`src/rtl/divider_arbiter_pkg.sv`:
```
// Shared constants and FSM encoding for the round-robin divider.
// Imported by the arbiter top and the bit-serial datapath.
package divider_arbiter_pkg;

   localparam int DEF_WIDTH = 32;
   localparam int DEF_NREQ  = 8;

   typedef enum logic [1:0] {
      IDLE,
      LOAD,
      DIVIDE,
      FINISH
   } state_t;

endpackage

```
`src/rtl/seq_divider.sv`:
```
// Restoring bit-serial unsigned divider, one quotient bit per cycle.
// done is high in the cycle whose closing edge writes the final bit.
module seq_divider
   import divider_arbiter_pkg::*;
#(
   parameter int WIDTH = DEF_WIDTH
) (
   input  logic             clk,
   input  logic             reset,
   input  logic             start,
   input  logic [WIDTH-1:0] dividend,
   input  logic [WIDTH-1:0] divisor,
   output logic [WIDTH-1:0] quotient,
   output logic [WIDTH-1:0] remainder,
   output logic             done
);

   localparam int CW = $clog2(WIDTH + 1);

   logic [CW-1:0]    r_cnt;
   logic [WIDTH-1:0] r_rem;
   logic [WIDTH-1:0] r_q;
   logic [WIDTH-1:0] r_dvs;
   logic [WIDTH:0]   w_trial;
   logic [WIDTH:0]   w_diff;

   // partial remainder stays below divisor, so WIDTH+1 bits suffice
   assign w_trial = {r_rem, r_q[WIDTH-1]};
   assign w_diff  = w_trial - {1'b0, r_dvs};

   always_ff @(posedge clk) begin
      if (reset) begin
         r_cnt <= '0;
         r_rem <= '0;
         r_q   <= '0;
         r_dvs <= '0;
      end else if (start) begin
         r_cnt <= CW'(WIDTH);
         r_rem <= '0;
         r_q   <= dividend;
         r_dvs <= divisor;
      end else if (r_cnt != '0) begin
         r_cnt <= r_cnt - CW'(1);
         if (w_diff[WIDTH]) begin
            r_rem <= w_trial[WIDTH-1:0];
            r_q   <= {r_q[WIDTH-2:0], 1'b0};
         end else begin
            r_rem <= w_diff[WIDTH-1:0];
            r_q   <= {r_q[WIDTH-2:0], 1'b1};
         end
      end
   end

   assign quotient  = r_q;
   assign remainder = r_rem;
   assign done      = (r_cnt == CW'(1));

endmodule

```
`src/rtl/divider_arbiter.sv`:
```
// Round-robin arbiter sharing one bit-serial divider among NREQ requesters.
// Results are registered in FINISH and held until the next completion.
module divider_arbiter
   import divider_arbiter_pkg::*;
#(
   parameter int WIDTH = DEF_WIDTH,
   parameter int NREQ  = DEF_NREQ
) (
   input  logic                    clk,
   input  logic                    reset,
   input  logic [NREQ-1:0]         req,
   input  logic [NREQ*WIDTH-1:0]   dividend_flat,
   input  logic [NREQ*WIDTH-1:0]   divisor_flat,
   output logic [WIDTH-1:0]        quotient,
   output logic [WIDTH-1:0]        remainder,
   output logic [$clog2(NREQ)-1:0] result_id,
   output logic [NREQ-1:0]         done_vec,
   output logic                    div0,
   output logic                    busy
);

   localparam int IDW = $clog2(NREQ);

   state_t           r_state;
   logic [IDW-1:0]   r_ptr;
   logic [IDW-1:0]   r_id;
   logic [IDW-1:0]   w_gnt;
   logic [WIDTH-1:0] r_dvd;
   logic [WIDTH-1:0] r_q;
   logic [WIDTH-1:0] r_r;
   logic [WIDTH-1:0] w_dvd;
   logic [WIDTH-1:0] w_dvs;
   logic [WIDTH-1:0] w_quo;
   logic [WIDTH-1:0] w_rem;
   logic [NREQ-1:0]  r_done;
   logic             r_zero;
   logic             r_div0;
   logic             r_busy;
   logic             w_start;
   logic             w_div_done;

   // scan downward so the lowest offset from r_ptr wins
   always_comb begin
      w_gnt = r_ptr;
      for (int k = NREQ - 1; k >= 0; k--) begin
         if (req[r_ptr + IDW'(k)]) w_gnt = r_ptr + IDW'(k);
      end
   end

   assign w_dvd   = dividend_flat[r_id*WIDTH +: WIDTH];
   assign w_dvs   = divisor_flat[r_id*WIDTH +: WIDTH];
   assign w_start = (r_state == LOAD) && (w_dvs != '0);

   seq_divider #(
      .WIDTH(WIDTH)
   ) u_div (
      .clk      (clk),
      .reset    (reset),
      .start    (w_start),
      .dividend (w_dvd),
      .divisor  (w_dvs),
      .quotient (w_quo),
      .remainder(w_rem),
      .done     (w_div_done)
   );

   always_ff @(posedge clk) begin
      if (reset) begin
         r_state <= IDLE;
         r_ptr   <= '0;
         r_id    <= '0;
         r_dvd   <= '0;
         r_zero  <= 1'b0;
         r_q     <= '0;
         r_r     <= '0;
         r_div0  <= 1'b0;
         r_done  <= '0;
         r_busy  <= 1'b0;
      end else begin
         r_done <= '0;
         unique case (r_state)
            IDLE: begin
               if (req != '0) begin
                  r_id    <= w_gnt;
                  r_ptr   <= w_gnt + IDW'(1);
                  r_busy  <= 1'b1;
                  r_state <= LOAD;
               end
            end
            LOAD: begin
               r_dvd   <= w_dvd;
               r_zero  <= (w_dvs == '0);
               r_state <= (w_dvs == '0) ? FINISH : DIVIDE;
            end
            DIVIDE: begin
               if (w_div_done) r_state <= FINISH;
            end
            FINISH: begin
               r_q          <= r_zero ? '1 : w_quo;
               r_r          <= r_zero ? r_dvd : w_rem;
               r_div0       <= r_zero;
               r_done[r_id] <= 1'b1;
               r_busy       <= 1'b0;
               r_state      <= IDLE;
            end
         endcase
      end
   end

   assign quotient  = r_q;
   assign remainder = r_r;
   assign result_id = r_id;
   assign done_vec  = r_done;
   assign div0      = r_div0;
   assign busy      = r_busy;

endmodule

```
`config.mk`:
```
export PLATFORM = sky130hd
export DESIGN_NAME = divider_arbiter
export DESIGN_NICKNAME = d
export VERILOG_FILES = /design/src/rtl/divider_arbiter_pkg.sv /design/src/rtl/seq_divider.sv /design/src/rtl/divider_arbiter.sv
export SDC_FILE = /design/constraint.sdc
export NUM_CORES = 1
export LEC_CHECK = 0
export CORE_AREA = 8 8 225 227
export CTS_CLUSTER_DIAMETER = 40
export DETAILED_ROUTE_END_ITERATION = 7
export DIE_AREA = 0 0 233 235
export GPL_TIMING_DRIVEN = 1
export HOLD_SLACK_MARGIN = 0.05
export SYNTH_ARGS = -nofsm -noshare
export SYNTH_HDL_FRONTEND = slang
export SYNTH_SLANG_ARGS = --single-unit
```
`constraint.sdc`:
```
create_clock -name clk -period 3.79 [get_ports clk]
set_clock_uncertainty 0.2 [all_clocks]
set_input_delay 0.758 -clock clk [delete_from_list [all_inputs] [get_ports clk]]
set_output_delay 0.758 -clock clk [all_outputs]
set_load 0.02 [all_outputs]
```
==> reports/summary.txt <==
==========================================================================================
Nets                                                                                  2857
Clock Sinks                                                                            217
Area of the die                                                                  54800 µm²
Initial antenna violation count                                                         23
LEAKAGE                                                                         0.00826 µW
Total wire length                                                                 79700 µm
Max VDD drop                                                                      0.597 mV
Main synth FF type                                                            sky130_fd_sc_hd__dfxtp_1
Setup slack of the worst register-to-register path                                 0.09 ns
Starting utilization of the core area                                                0.306
Root Driver                                                                   sky130_fd_sc_hd__clkbuf_16
Post-synth ARST share                                                                    0
Max-cap check violation count                                                            0
Max H-tree Level                                                                         2
Filler-free cell count of the finished design                                         2941
DIE HEIGHT                                                                          235 µm
Number of global-route vias before repair                                            16.6k
Number of enable flip-flop cells after synthesis                                         0
Final standard cell utilization of the core                                          0.484
Post-synth design cell area                                                      14400 µm²
Synthesis Warnings                                                                       0
DR vias/cell                                                                          5.64
Clk_lat worst skew                                                                 0.51 ns
Sequential-to-total area share from yosys stat                                       0.301
Post-synthesis net count                                                              2261
Area taken by multi-input logic gates                                             9260 µm²
Remaining global-route overflow                                                          0
Result of the run                                                             finished clean
DIE WIDTH                                                                           233 µm
Slew Limit Headroom                                                                  0.359
Cells after synthesis                                                                 1696
Cell Pwr Density                                                                793 nW/µm²
Count of TritonRoute iterations in the first routing pass                                6
Distinct cells, synth                                                                   70
Post-synthesis to final-layout area growth                                           58.0%
RSZ-0062 raised after global routing                                                   yes
Core ar.                                                                         47100 µm²
Worst hold path class                                                           reg -> reg
CP required                                                                        3.92 ns
Total placed instance area                                                       21400 µm²
Final setup viols                                                                        0
Seq cells post-synth                                                                   217
Arrival time of the worst setup path                                               3.83 ns
Setup TNS                                                                             0 ns
Number of cells after detailed placement                                              2864
Endpoint class of the critical path                                               register
Final Wtd Congestion                                                                 0.974
Number of nets with antenna violations after routing                                     0
Global-route wire length before repair                                           113000 µm
Clock tree buffer depth                                                                  3
DR WL/cell                                                                         27.1 µm
Final Cell Area                                                                  22800 µm²
FILL cells                                                                            4550
Clock edge transition at the registers on the reported setup and hold paths        0.05 ns
Clock tree from TritonCTS                                                             done
Crit path launch type                                                             register
Share of the clock period used by the worst path                                     0.977
Remaining routing DRC violations                                                         0
Number of hold-slack violations in the final timing report                               0
Vias after detailed routing                                                          16.6k
Per-instance average area after synthesis                                         8.51 µm²
Boundary pin count                                                                     599
Port-buffer cells                                                                      598
Final Slew Violations                                                                    0
Time the worst path needs with I/O delays and setup                                3.70 ns
Number of clock buffers inserted by TritonCTS                                           37
Dpl hpwl                                                                          66200 µm
Worst-case hold slack                                                             0.281 ns
Peak Freq                                                                        0.270 GHz
Pin count of the biggest net entering global routing                                    64
Detailed Route Iter0 Violations                                                       1451
Number of placement rows                                                                80
Fraction of layout cells with a size suffix above 1                                  0.123
Actual slew at the worst max-slew pin                                             0.958 ns
CP Class                                                                        reg -> reg
Register area                                                                     4350 µm²
Overall Global Routing Usage                                                         0.274
Maximum fanout count along the critical path                                            25
==========================================================================================
[placed cells by master, fill, tap and decap left out, drive strengths merged, types with 10 or more instances in the layout]
cell type / count
clkdlybuf4s50: 597
and3: 24
nor2: 174
nor3: 20
buf: 108
xnor2: 21
nand2: 131
nand2b: 15
a21o: 22
dfxtp: 217
mux2i: 71
o21ai: 50
nand3: 18
mux2: 32
nor4: 18
inv: 65
nor2b: 44
ha: 42
a221oi: 57
a22oi: 106
o211ai: 10
o22ai: 46
a211oi: 102
clkbuf: 47
mux4: 31
xor2: 12
a311oi: 34
and4: 13
a21oi: 76
a22o: 20
[power breakdown]
part / switching (µW) / internal (µW) / total [µW] / leakage (µW)
sequential: 648 / 3040 / 3690 / 0.00178
combinational: 6220 / 4780 / 11000 / 0.00585
clock: 1200 / 2200 / 3400 / 0.000626
[per-layer routing]
metal  routed length, µm  global-route usage
met4                2090              0.0783
met1               32900               0.352
met2               36200               0.432
met5                  95                   0
met3                8330              0.0893
[cell families after synthesis]
group	synth area share
xor gates and xnor gates	0.0200
buffers and inverters	0.0637
DFF	0.301
AOI/OAI and AO/OA	0.296
and+or+nand+nor	0.158
muxes	0.123
adders and majority gates	0.0378
[state kept, by name, summed over array words and instances, names as in the netlist]
register         cells
busy                 1
div0                 1
done_vec             8
quotient            32
r_dvd               32
r_ptr                3
r_state              2
r_zero               1
remainder           32
result_id            3
u_div.quotient      32
u_div.r_cnt          6
u_div.r_dvs         32
u_div.remainder     32
[worst max-delay path, cell delays in order (launching register included)]
cell and delay, ns:
sky130_fd_sc_hd__dfxtp_2 0.62, sky130_fd_sc_hd__nor2b_1 0.75, sky130_fd_sc_hd__a221oi_1 0.16, sky130_fd_sc_hd__o221ai_1 0.68, sky130_fd_sc_hd__nor4_1 0.13, sky130_fd_sc_hd__nand4_1 0.25, sky130_fd_sc_hd__o21ai_4 0.12, sky130_fd_sc_hd__and2b_1 0.19
sky130_fd_sc_hd__buf_4 0.21, sky130_fd_sc_hd__o21ai_0 0.10, sky130_fd_sc_hd__a21oi_1 0.07
[synth_stat cells (all sizes together) (32+ instances only)]
library cell | instances | area share
a211oi | 102 | 0.061
a21oi | 76 | 0.027
a221oi | 57 | 0.035
a22oi | 106 | 0.055
a311oi | 34 | 0.021
buf | 62 | 0.026
clkbuf | 88 | 0.023
dfxtp | 217 | 0.30
ha | 42 | 0.036
inv | 57 | 0.015
mux2 | 32 | 0.025
mux2i | 71 | 0.049
nand2 | 131 | 0.034
nor2 | 174 | 0.045
nor2b | 44 | 0.019
o21ai | 50 | 0.018
o22ai | 46 | 0.020
[area by class of cell]
cell class,instances,area share
Timing Repair Buffer,707,0.303
Clock buffer,45,0.0460
Inverter,57,0.00938
Antenna cell,8,0.000878
Sequential cell,217,0.191
Multi-Input combinational cell,1272,0.406
Clock inverter,20,0.00998
Tap cell,615,0.0337
[final timing paths]
check               startpoint                  end  cells past startpoint
setup reg to reg  result_id[2]  u_div.remainder[10]                     10
setup / recovery  result_id[2]  u_div.remainder[10]                     10
hold reg to reg      r_dvd[28]            r_dvd[28]                      2
hold / removal       r_dvd[28]            r_dvd[28]                      2
[per-stage QoR]
stage | total power, µW | setup WS, ns
floorplan | 10500 | 0.0964
global placement | 14200 | -0.223
detailed placement | 14400 | -0.251
CTS | 17800 | 0.133
global route | 19200 | -0.0209
finish | 18100 | 0.0870
[timing repair]
| action | in CTS | in global routing |
|---|---|---|
| hold buffers | 0 | 0 |
| gates resized for setup | 0 | 3 |
| setup buffers | 0 | 3 |
| endpoints found under the setup margin | 0 | 56 |
Note: power is estimated with default switching activity, not from simulation.
